===== src/rtl/ringbuf_param.sv =====
// ringbuf_param: serial-in / serial-out circular word buffer.
//   txda/txen are deserialised into DATA_WIDTH-bit words and stored in a
//   DEPTH-entry ring. Stored words are re-serialised onto rxda with txc
//   framing and an outstrobe on the final slot, paced by rx_ready.
// Build option: define RINGBUF_PARITY_EN to append an even-parity slot to
//   every outgoing word. The default build has no parity slot.
module ringbuf_param #(
  parameter int DATA_WIDTH = 8,
  parameter int DEPTH      = 16,
  parameter bit MSB_FIRST  = 1'b1,
  parameter int AFULL_LVL  = DEPTH - 2
) (
  input  logic                     clock,
  input  logic                     reset,
  input  logic                     txda,
  input  logic                     txen,
  input  logic                     rx_ready,
  output logic                     rxda,
  output logic                     txc,
  output logic                     outstrobe,
  output logic [$clog2(DEPTH):0]   count,
  output logic                     empty,
  output logic                     full,
  output logic                     almost_full,
  output logic                     overflow
);

  localparam int AW = $clog2(DEPTH);
  localparam int CW = AW + 1;
  localparam int BW = $clog2(DATA_WIDTH);
`ifdef RINGBUF_PARITY_EN
  localparam int SLOTS = DATA_WIDTH + 1;
`else
  localparam int SLOTS = DATA_WIDTH;
`endif
  localparam int SW = $clog2(SLOTS);

  typedef enum logic {IDLE, SHIFT} state_t;

  state_t                state_reg, state_next;

  logic [DATA_WIDTH-1:0] mem [DEPTH];
  logic [AW-1:0]         wr_ptr_reg, rd_ptr_reg;

  // Only the bits received before the last one need storing.
  logic [DATA_WIDTH-2:0] in_sr_reg;
  logic [DATA_WIDTH-1:0] in_word;
  logic [BW-1:0]         in_bit_reg;
  logic                  in_last, wr_req, wr_ok;

  logic [DATA_WIDTH-1:0] out_sr_reg;
  logic [SW-1:0]         slot_reg;
  logic                  last_slot, pop, advance, cur_bit;

  logic [CW-1:0]         count_next;

  // Word assembled from the stored bits plus the bit arriving this cycle.
  always_comb begin
    if (MSB_FIRST) in_word = {in_sr_reg, txda};
    else           in_word = {txda, in_sr_reg};
  end

  assign in_last = (in_bit_reg == BW'(DATA_WIDTH - 1));
  assign wr_req  = txen && in_last;
  // A full buffer still takes a word when a pop frees a slot on the same edge.
  assign wr_ok   = wr_req && ((count < CW'(DEPTH)) || pop);

  assign last_slot = (slot_reg == SW'(SLOTS - 1));
  assign advance   = (state_reg == SHIFT) && rx_ready && !last_slot;
  assign cur_bit   = MSB_FIRST ? out_sr_reg[DATA_WIDTH-1] : out_sr_reg[0];

  // Deserialiser: shift on txen, wrap the bit counter after the last bit.
  always_ff @(posedge clock or negedge reset) begin
    if (!reset) begin
      in_sr_reg  <= '0;
      in_bit_reg <= '0;
    end else if (txen) begin
      in_sr_reg  <= MSB_FIRST ? in_word[DATA_WIDTH-2:0] : in_word[DATA_WIDTH-1:1];
      in_bit_reg <= in_last ? '0 : in_bit_reg + BW'(1);
    end
  end

  // Ring pointers: write side on accepted words, read side on pops.
  always_ff @(posedge clock or negedge reset) begin
    if (!reset) begin
      wr_ptr_reg <= '0;
      rd_ptr_reg <= '0;
    end else begin
      if (wr_ok) wr_ptr_reg <= wr_ptr_reg + AW'(1);
      if (pop)   rd_ptr_reg <= rd_ptr_reg + AW'(1);
    end
  end

  // Storage with registered read straight into the output shift register.
  always_ff @(posedge clock) begin
    if (wr_ok) mem[wr_ptr_reg] <= in_word;
    if (pop)
      out_sr_reg <= mem[rd_ptr_reg];
    else if (advance)
      out_sr_reg <= MSB_FIRST ? (out_sr_reg << 1) : (out_sr_reg >> 1);
  end

  // Serialiser state register.
  always_ff @(posedge clock or negedge reset) begin
    if (!reset) state_reg <= IDLE;
    else        state_reg <= state_next;
  end

  // Serialiser next state and pop decision.
  always_comb begin
    state_next = state_reg;
    pop        = 1'b0;
    case (state_reg)
      IDLE: begin
        if (!empty && rx_ready) begin
          pop        = 1'b1;
          state_next = SHIFT;
        end
      end
      SHIFT: begin
        if (rx_ready && last_slot) begin
          if (!empty) pop        = 1'b1;
          else        state_next = IDLE;
        end
      end
      default: state_next = IDLE;
    endcase
  end

  // Slot counter and framing; everything holds while rx_ready is low.
  always_ff @(posedge clock or negedge reset) begin
    if (!reset) begin
      slot_reg  <= '0;
      txc       <= 1'b0;
      outstrobe <= 1'b0;
    end else if (pop) begin
      slot_reg  <= '0;
      txc       <= 1'b1;
      outstrobe <= 1'b0;
    end else if (state_reg == SHIFT && rx_ready) begin
      if (last_slot) begin
        slot_reg  <= '0;
        txc       <= 1'b0;
        outstrobe <= 1'b0;
      end else begin
        slot_reg  <= slot_reg + SW'(1);
        outstrobe <= (slot_reg == SW'(SLOTS - 2));
      end
    end
  end

`ifdef RINGBUF_PARITY_EN
  logic par_acc_reg;

  // Running XOR of the bits already sent; complete when the parity slot is reached.
  always_ff @(posedge clock) begin
    if (pop)          par_acc_reg <= 1'b0;
    else if (advance) par_acc_reg <= par_acc_reg ^ cur_bit;
  end

  assign rxda = txc && ((slot_reg == SW'(DATA_WIDTH)) ? par_acc_reg : cur_bit);
`else
  assign rxda = txc && cur_bit;
`endif

  // Occupancy bookkeeping.
  always_comb begin
    count_next = count;
    case ({wr_ok, pop})
      2'b10:   count_next = count + CW'(1);
      2'b01:   count_next = count - CW'(1);
      default: count_next = count;
    endcase
  end

  // Registered status flags derived from the next occupancy.
  always_ff @(posedge clock or negedge reset) begin
    if (!reset) begin
      count       <= '0;
      empty       <= 1'b1;
      full        <= 1'b0;
      almost_full <= 1'b0;
      overflow    <= 1'b0;
    end else begin
      count       <= count_next;
      empty       <= (count_next == '0);
      full        <= (count_next == CW'(DEPTH));
      almost_full <= (count_next >= CW'(AFULL_LVL));
      if (wr_req && !wr_ok) overflow <= 1'b1;
    end
  end

endmodule

===== config.mk =====
export PLATFORM = sky130hd
export DESIGN_NAME = ringbuf_param
export DESIGN_NICKNAME = d
export VERILOG_FILES = /design/src/rtl/ringbuf_param.sv
export SDC_FILE = /design/constraint.sdc
export NUM_CORES = 1
export LEC_CHECK = 0
export ABC_AREA = 1
export ABC_CLOCK_PERIOD_IN_PS = 3400
export CORE_ASPECT_RATIO = 1.2
export CORE_MARGIN = 4
export CORE_UTILIZATION = 53
export CTS_BUF_LIST = sky130_fd_sc_hd__clkbuf_8
export CTS_CLUSTER_DIAMETER = 50
export DETAILED_ROUTE_END_ITERATION = 6
export HOLD_SLACK_MARGIN = 0.12
export PLACE_DENSITY = 0.71
export SLEW_MARGIN = 30
export SYNTH_ARGS = -nofsm -noshare
export SYNTH_HDL_FRONTEND = slang
export SYNTH_SLANG_ARGS = --single-unit

===== constraint.sdc =====
create_clock -name clock -period 3.4 [get_ports clock]
set_input_delay 0.85 -clock clock [delete_from_list [all_inputs] [get_ports clock]]
set_output_delay 0.85 -clock clock [all_outputs]
set_load 0.05 [all_outputs]

==> flow_summary.yaml <==
critical_path:
  critPathTopFamily: "simple AND/OR/NAND/NOR gates"
  slowest_delay_ns: 0.50
  cp_cell_sequence: "clkdlybuf4s50_1 > inv_2 > nor2_4 > nand2_2 > a21oi_4 > inv_2 > ha_1 > nand2_1 > inv_1 > nor2_1 > ha_1 > inv_1 > nand2_1 > nand3_1 > nand3_1 > nand2_1 > a21oi_1 > nor2_1"
  crit_arrival_ns: 3.19
  slowest_stage: "clkdlybuf4s50_1"
  end_kind: "register"
  critPathBufInv: 5
  timing_worst_setup_path_type: "input pin to register"
  crit_fanout: 7
  start_kind: "input pin"
  cp_common_cell: "nand2_1"
  worstPathRequired_ns: 3.73
route:
  avgRoutedWirePerCell_um: 17.0
  via_count: 4641
  wl_um: 14500
  drtAntennaViolNets: 0
  drc: 0
  drt_iter0_markers: 336
  routed_via_density: 5.46
  dr.pass1.iters: 4
synthesis:
  yosysTopAreaCell: "edfxtp_1"
  synthXorXnorAreaFrac_pct: 0.850
  netlist_area_um2: 7210
  postSynthCellCount: 644
  synth_mux_area_share_pct: 0.312
  dominantRegCellSynth: "edfxtp_1"
  yosysSeqAreaShare_pct: 68.1
  synth-seq-cells: 169
  yosysTopAreaCellShare_pct: 56.6
  synthAdderAreaFrac_pct: 2.26
  yosys_warnings: 0
  synth-async-reset-ratio_pct: 19.5
  yosysUniqueCellTypes: 31
  synth.area.top_cells: "edfxtp_1, dfrtp_1, nand2_1"
  netlist_top_cells_count: "nand2_1, edfxtp_1, nand3_1"
  synth_compound_area_share_pct: 3.92
  yosysMostFrequentCell: "nand2_1"
  synth.avg_cell_area_um2: 11.2
  synth_top_family_by_area: "simple AND/OR/NAND/NOR gates"
  synth_edf_count: 136
  post_synth_and_or_nand_nor_area_fraction_pct: 19.8
  syn_nets: 662
clocking:
  postCtsResizedCells: 0
  hold_buffers: 0
  cts_buffers: 17
  clock_sinks: 169
  htree_num_levels: 4
  clock-root-buffer: "clkbuf_8"
  clk_path_buf_depth: 2
  clk_pin_slew_ns: 0.08
  clk_latency_ns: 0.45
  cts_tree: "done"
  cts_setup_buffers: 0
die:
  coreArea_um2: 13300
  pin_count: 17
  row_count: 46
  die-area_um2: 15500
  fp.dieH_um: 136
  die_x_um: 114
  start_util_pct: 54.2
timing:
  finalMaxSlewViolations: 0
  period_minus_slack_ns: 2.86
  post-route-period-util_pct: 84.1
  finalSetupTns_ns: 0
  fmax_ghz: 0.350
  finalClockSkew_ns: 0.0107
  rsz0062_at_grt: "false"
  finalHoldViolations: 0
  worstMarginPinSlew_ns: 0.805
  setup_violations: 0
  relSlewSlack_pct: 46.3
grt:
  overflow: 0
  grt_use_met1_pct: 26.8
  top_usage_layer: "met2"
  grt_max_degree: 67
  use_met2_pct: 31.7
  grt_pass1_wl_um: 23600
  grt_util_all_layers_pct: 19.8
  met3_usage_pct: 3.80
  grt_pass1_vias: 4629
  antenna_found_initial: 0
pwr:
  power_mw: 5.99
  p_leak_nw: 3.11
  power_density_nw_per_um2: 756
  ir_drop_mv: 0.460
final_layout:
  area_delta_synth_final_pct: 9.89
  fin_nets: 687
  drive_above_1_share_pct: 10.9
  diodes: 0
  fin_util_pct: 59.6
  final_design_area_no_fill_um2: 7920
  largest_reg_flops: 128
hold_path:
  hold_path.class: "register to register"
placement:
  gp_congestion: 0.824
  io_buffers: 16
  place_area_um2: 7540
  dp_hpwl_um: 9150
status:
  run_status: "finished clean"
run:
  drv_cap: 0
-- area by class of cell --
| cell class | count | area, um^2 |
|---|---|---|
| tap | 168 | 210 |
| clock buffer | 18 | 248 |
| clock inverter | 14 | 138 |
| fill | 1044 | 5370 |
| multi-input combinational | 407 | 1960 |
| sequential | 169 | 4910 |
| timing repair buffer | 37 | 318 |
| inverter | 37 | 140 |
-- layout by cell type (no fill, tap or decap), types with 11 or more instances in the layout --
cell type	netlist	routed
a21oi_1	22	22
buf_4	4	21
clkbuf_8	0	18
clkdlybuf4s50_1	0	16
dfrtp_1	32	31
edfxtp_1	136	136
ha_1	13	13
inv_1	28	31
nand2_1	180	180
nand3_1	102	102
nor2_1	40	40
o21ai_1	10	11
-- per-layer routing --
metal  up-vias  share of wire [%]  routed length [um]
li1       2252                  -                   -
met1      2229                 42                6100
met2       140                 50                7250
met3        20                5.3                 762
met4         0                2.4                 348
met5         -                  0                   0
-- path summary, 6_finish.rpt --
path / from / to / slack (ns) / depth (start not counted)
worst max-delay path: rx_ready / full$_DFF_PN0_ / 0.54 / 18
min in group asynchronous: reset / outstrobe$_DFFE_PN0P_ / 0.80 / 2
max in group asynchronous: reset / empty$_DFF_PN1_ / 2.26 / 2
worst min register to register: in_bit_reg[0]$_DFFE_PN0P_ / in_bit_reg[0]$_DFFE_PN0P_ / 0.50 / 1
worst min-delay path: in_bit_reg[0]$_DFFE_PN0P_ / in_bit_reg[0]$_DFFE_PN0P_ / 0.50 / 1
worst max register to register: slot_reg[0]$_DFFE_PN0P_ / full$_DFF_PN0_ / 0.65 / 21
-- worst register-to-register path: cells and delay by family, from the launching register on --
family	cells	cell delay (ns)
flip-flops	1	0.42
buffers and inverters	5	0.36
adder cells (fa/ha/maj)	4	0.89
AND/OR/NAND/NOR	11	0.92
AO/OA/AOI/OAI	1	0.07
-- power by group --
group | internal, mW | total [mW] | switching, mW
combinational | 0.611 | 1.94 | 1.33
clock | 0.663 | 1.36 | 0.701
sequential | 2.48 | 2.69 | 0.209
-- through the flow --
stage               setup slack (ns)  hold WS [ns]  instances
floorplan                      0.628         0.451        644
global placement               0.198         0.462        818
detailed placement             0.120         0.497        818
CTS                            0.579         0.509        850
global route                   0.362         0.525        850
finish                         0.542         0.502        850
-- cells by family after synthesis --
family / after synthesis
compound gates: 50
xor+xnor: 7
fa+ha+maj: 13
buf+inv: 68
flops: 169
mux: 2
simple gates: 335
No activity file was read; power rests on OpenSTA's default activity.
==> RTL edit 1, RTL diff (config.mk and constraints unchanged) <==
Set the parameter `MSB_FIRST` to 1'b0 (it was 1'b1).
--- a/src/rtl/ringbuf_param.sv
+++ b/src/rtl/ringbuf_param.sv
@@ -9,3 +9,3 @@
   parameter int DEPTH      = 16,
-  parameter bit MSB_FIRST  = 1'b1,
+  parameter bit MSB_FIRST  = 1'b0,
   parameter int AFULL_LVL  = DEPTH - 2
Formal check against the unedited RTL: same outputs for any inputs over 10 cycles, from zero or initial values and one cycle with reset low; that may be too few to reach the edited logic, so the function may still have changed.
==> RTL edit 1 against the unedited design <==
  * Sequential cell count unchanged
  * Largest cell class unchanged
  * Design area rose by 0.74%
  * Power grew 1.2%
  * Hold slack got worse by 16 ps
  * Critical endpoint unchanged
  * Wire length up 1.9%
  * Setup slack better by 22 ps
  * Global-route usage increased by 0.22 points
  * Final cell count grew 0.59%
  * Maximum frequency up 0.79%
  * Synthesized area about the same
  * Critical path depth is 1 lower
==> RTL edit 1: results (changes against the unedited design) <==
- Final net count: 692 (+0.73%)
- Finished Layout Cells: 855 (+0.59%)
- Min Hold Slack: 486 ps (-15.7 ps)
- Mean post-synth cell area: 11.2 um^2 (about the same)
- Filler cells: 1058 (+1.3%)
- Via-to-Cell Ratio: 5.54 (+1.4%)
- Routed wl met3: 741 um (-2.8%)
- Leakage Power: 3.16 nW (+1.6%)
- Max clock buf depth: 2 (unchanged)
- Number of unique standard cell types used by synthesis: 30 (-3.2%)
- Sequential share of power: 44.4% (-0.4 points)
- Pre-CTS WS: 87.0 ps (-32.8 ps)
- Register area share after synthesis: 68.1% (about the same)
- First-pass GRT wire length: 23900 um (+1.1%)
- Synth top area cells: edfxtp_1 57%, dfrtp_1 11%, nand2_1 9.4%
- Placed cell count: 823 (+0.61%)
- CP arrival: 3210 ps (+20 ps)
- Post-synthesis xor/xnor area fraction: 0.850% (about the same)
- Placed cell area: 7580 um^2 (+0.53%)
- EDFF count, synth: 136 (unchanged)
- Multiplexer share of the synthesized area: 0.312% (about the same)
- Hpwl dp: 9460 um (+3.4%)
- Outcome: completed
- FF-to-FF setup slack: 670 ps (+20 ps)
- WL/cell: 17.2 um (+1.3%)
- Grt met3 use: 3.53% (-0.27 points)
- Synth Area in Compound Gates: 3.92% (about the same)
- Internal power: 3.84 mW (+2.3%)
- Metal2 WL: 7510 um (+3.6%)
- Layout cells sized above 1: 10.9% (+0.067 points)
- DR iter-0 viols: 255 (-24%)
- GR Util All Layers: 20.0% (+0.22 points)
- Routing usage on met1: 26.4% (-0.42 points)
- FFs w/ async S/R, synth: 19.5% (unchanged)
- GRT met2 Usage: 33.3% (+1.7 points)
- VDD IR max: 0.000487 V (+5.8%)
- Post-synth top cells: 180 x nand2_1, 136 x edfxtp_1, 102 x nand3_1, 44 x nor2_1, 32 x dfrtp_1
- 1st-pass router iterations: 5 (+1)
- Initial antenna violation count: 0 (unchanged)
- Actual slew at the worst max-slew pin: 752 ps (-53.4 ps)
- Number of global-route vias before repair: 4709 (+1.7%)
- Tcrit/Tclk final: 83.4% (-0.66 points)
- Final clock skew: 18.8 ps (+8.14 ps)
- Final weighted congestion in routability-driven placement: 0.850 (+3.1%)
- Post-Synth Adder-Cell Area: 2.26% (about the same)
==> RTL edit 1: final cells by class <==
cell class	instances	area [um^2]	area share [%]
Multi-Input combinational cell	407	1950	24.4
Tap cell	168	210	2.63
Clock inverter	14	158	1.98
Clock buffer	18	248	3.10
Timing Repair Buffer	42	368	4.61
Sequential cell	169	4910	61.5
Inverter	37	139	1.74
==> RTL edit 1: final timing paths <==
check,from,endpoint,cells past startpoint
max reg2reg,slot_reg[0]$_DFFE_PN0P_,full$_DFF_PN0_,17
min in group asynchronous,reset,count[2]$_DFF_PN0_,2
max,rx_ready,full$_DFF_PN0_,17
min reg2reg,in_bit_reg[0]$_DFFE_PN0P_,in_bit_reg[0]$_DFFE_PN0P_,1
max in group asynchronous,reset,rd_ptr_reg[0]$_DFFE_PN0P_,2
min,in_bit_reg[0]$_DFFE_PN0P_,in_bit_reg[0]$_DFFE_PN0P_,1
==> RTL edit 2, RTL diff (config.mk and constraints unchanged) <==
Made on the original files. Register the output `count` once more; this adds one clock of latency there. The other outputs are not delayed to match.
--- a/src/rtl/ringbuf_param.sv
+++ b/src/rtl/ringbuf_param.sv
@@ -39,2 +39,4 @@
 
+  logic [$clog2(DEPTH):0] count_s0;
+
   state_t                state_reg, state_next;
@@ -65,3 +67,3 @@
   // A full buffer still takes a word when a pop frees a slot on the same edge.
-  assign wr_ok   = wr_req && ((count < CW'(DEPTH)) || pop);
+  assign wr_ok   = wr_req && ((count_s0 < CW'(DEPTH)) || pop);
 
@@ -167,7 +169,7 @@
   always_comb begin
-    count_next = count;
+    count_next = count_s0;
     case ({wr_ok, pop})
-      2'b10:   count_next = count + CW'(1);
-      2'b01:   count_next = count - CW'(1);
-      default: count_next = count;
+      2'b10:   count_next = count_s0 + CW'(1);
+      2'b01:   count_next = count_s0 - CW'(1);
+      default: count_next = count_s0;
     endcase
@@ -178,3 +180,3 @@
     if (!reset) begin
-      count       <= '0;
+      count_s0    <= '0;
       empty       <= 1'b1;
@@ -184,3 +186,3 @@
     end else begin
-      count       <= count_next;
+      count_s0    <= count_next;
       empty       <= (count_next == '0);
@@ -192,2 +194,10 @@
 
+  always_ff @(posedge clock or negedge reset) begin
+    if (!reset) begin
+      count <= '0;
+    end else begin
+      count <= count_s0;
+    end
+  end
+
 endmodule
Function: changed (a bounded check fails within 10 cycles, from zero or initial values and one cycle with reset low).
==> RTL edit 2 against the unedited design <==
  * Clock power increased by 4%
  * Design area increased by 1.7%
  * Synthesized area increased by 1.7%
  * Setup slack got worse by 44 ps
  * Power increased by 2.2%
  * Sequential share of layout area increased by 0.54 points
  * Wire length increased by 4.4%
  * Sequential cell count increased by 5
  * Critical path type unchanged
  * Largest power group unchanged
==> RTL edit 2: results (changes against the unedited design) <==
- Number of global-route vias before repair: 4714 (+1.8%)
- WL/cell: 17.7 um (+3.8%)
- Final net count: 692 (+0.73%)
- Final clock skew: 12.3 ps (+1.64 ps)
- N_diodes: 0 (unchanged)
- Syn Nets: 667 (+0.76%)
- CP arrival: 3250 ps (+60 ps)
- 1st-pass router iterations: 5 (+1)
- Post-synthesis xor/xnor area fraction: 0.836% (-0.015 points)
- Largest net degree at the start of global routing: 67 (unchanged)
- Final ANT Viol Nets: 0 (unchanged)
- Vias post-DR: 4773 (+2.8%)
- Leakage Power: 3.18 nW (+2.2%)
- CP Max Fanout: 7 (unchanged)
- GR Util All Layers: 20.4% (+0.65 points)
- FF-to-FF setup slack: 580 ps (-70 ps)
- Reg2Reg Capture Point: full$_DFF_PN0_
- Register area share after synthesis: 68.7% (+0.54 points)
- FF-to-FF path depth: 18 (-14%)
- DR iter-0 viols: 309 (-8.0%)
- Cell family with most CP delay: simple AND/OR/NAND/NOR gates
- Synth Area in Compound Gates: 3.86% (-0.067 points)
- Multiplexer share of the synthesized area: 0.307% (-0.0053 points)
- Hold WC Path Type: input pin to asynchronous set/reset pin
- Post-synth top cells: 180 x nand2_1, 136 x edfxtp_1, 102 x nand3_1, 40 x nor2_1, 37 x dfrtp_1
- Layout cells sized above 1: 11.4% (+0.50 points)
- Final weighted congestion in routability-driven placement: 0.803 (-2.6%)
- Outcome: completed
- H-tree levels: 4 (unchanged)
- Pre-CTS WS: 61.6 ps (-58.2 ps)
- Worst slew margin: 53.1% (+6.8 points)
- Hpwl dp: 9500 um (+3.9%)
- First-pass GRT wire length: 24200 um (+2.3%)
- Synth top area cells: edfxtp_1 56%, dfrtp_1 13%, nand2_1 9.2%
- Post-CTS Setup Inserts: 0 (unchanged)
- EDFF count, synth: 136 (unchanged)
- FFs w/ async S/R, synth: 21.8% (+2.3 points)
- VDD IR max: 0.000582 V (+26%)
- Post-Synth Adder-Cell Area: 2.22% (-0.038 points)
-- RTL edit 2: cell types whose count changed after synthesis, sizes merged --
| cell | unedited run | this run |
|---|---|---|
| dfrtp | 32 | 37 |
-- RTL edit 2: layout make-up --
type                       count  area (um^2)
sequential                   174         5040
inverter                      37          139
multi-input combinational    407         1960
fill                        1090         5360
clock inverter                15          161
timing repair buffer          37          315
clock buffer                  17          234
tap                          168          210
-- RTL edit 2: cell families (layout without fill, tap and decap cells) --
logic type | Yosys count | after routing
simple gates | 335 | 335
flops | 174 | 174
buf+inv | 68 | 106
compound gates | 50 | 50
fa+ha+maj | 13 | 13
xor+xnor | 7 | 7
mux | 2 | 2
-- RTL edit 2: through the flow --
stage / cells / instance area, um^2 / hold slack (ps) / utilization [%]
after floorplan: 649 / 7330 / 412 / -
after global placement: 823 / 7660 / 454 / 57.1
after detailed placement: 823 / 7660 / 462 / 57.1
after CTS: 855 / 8050 / 483 / 60.0
after global routing: 855 / 8050 / 374 / 60.1
final: 855 / 8050 / 360 / 60.1
-- RTL edit 2: how the worst max path moves through the flow --
stage | from | end | slack [ps] | cells past startpoint
after detailed placement | rx_ready | full$_DFF_PN0_ | 60 | 18
after CTS | rx_ready | full$_DFF_PN0_ | 540 | 18
after global placement | rx_ready | almost_full$_DFF_PN0_ | 190 | 18
after floorplan | txen | almost_full$_DFF_PN0_ | 650 | 17
after global routing | slot_reg[0]$_DFFE_PN0P_ | empty$_DFF_PN1_ | 340 | 21
final | rx_ready | full$_DFF_PN0_ | 500 | 18
-- RTL edit 2: routing by layer --
layer  GRT usage (%)  share of wire (%)
met1            25.0                 39
met2            35.3                 53
met3            4.42                5.3
met4            8.09                2.8
met5               0                  0
-- RTL edit 2: worst reg2reg max path, delay by kind of cell, from the launching register on --
kind | cells | cell delay, ps
AND/OR/NAND/NOR | 9 | 920
flip-flops | 1 | 430
adder cells (fa/ha/maj) | 4 | 910
AO/OA/AOI/OAI | 2 | 240
buffers and inverters | 3 | 220
-- RTL edit 2: power breakdown --
| group | internal (mW) | switching (mW) |
|---|---|---|
| sequential | 2.56 | 0.257 |
| combinational | 0.594 | 1.29 |
| clock | 0.664 | 0.755 |
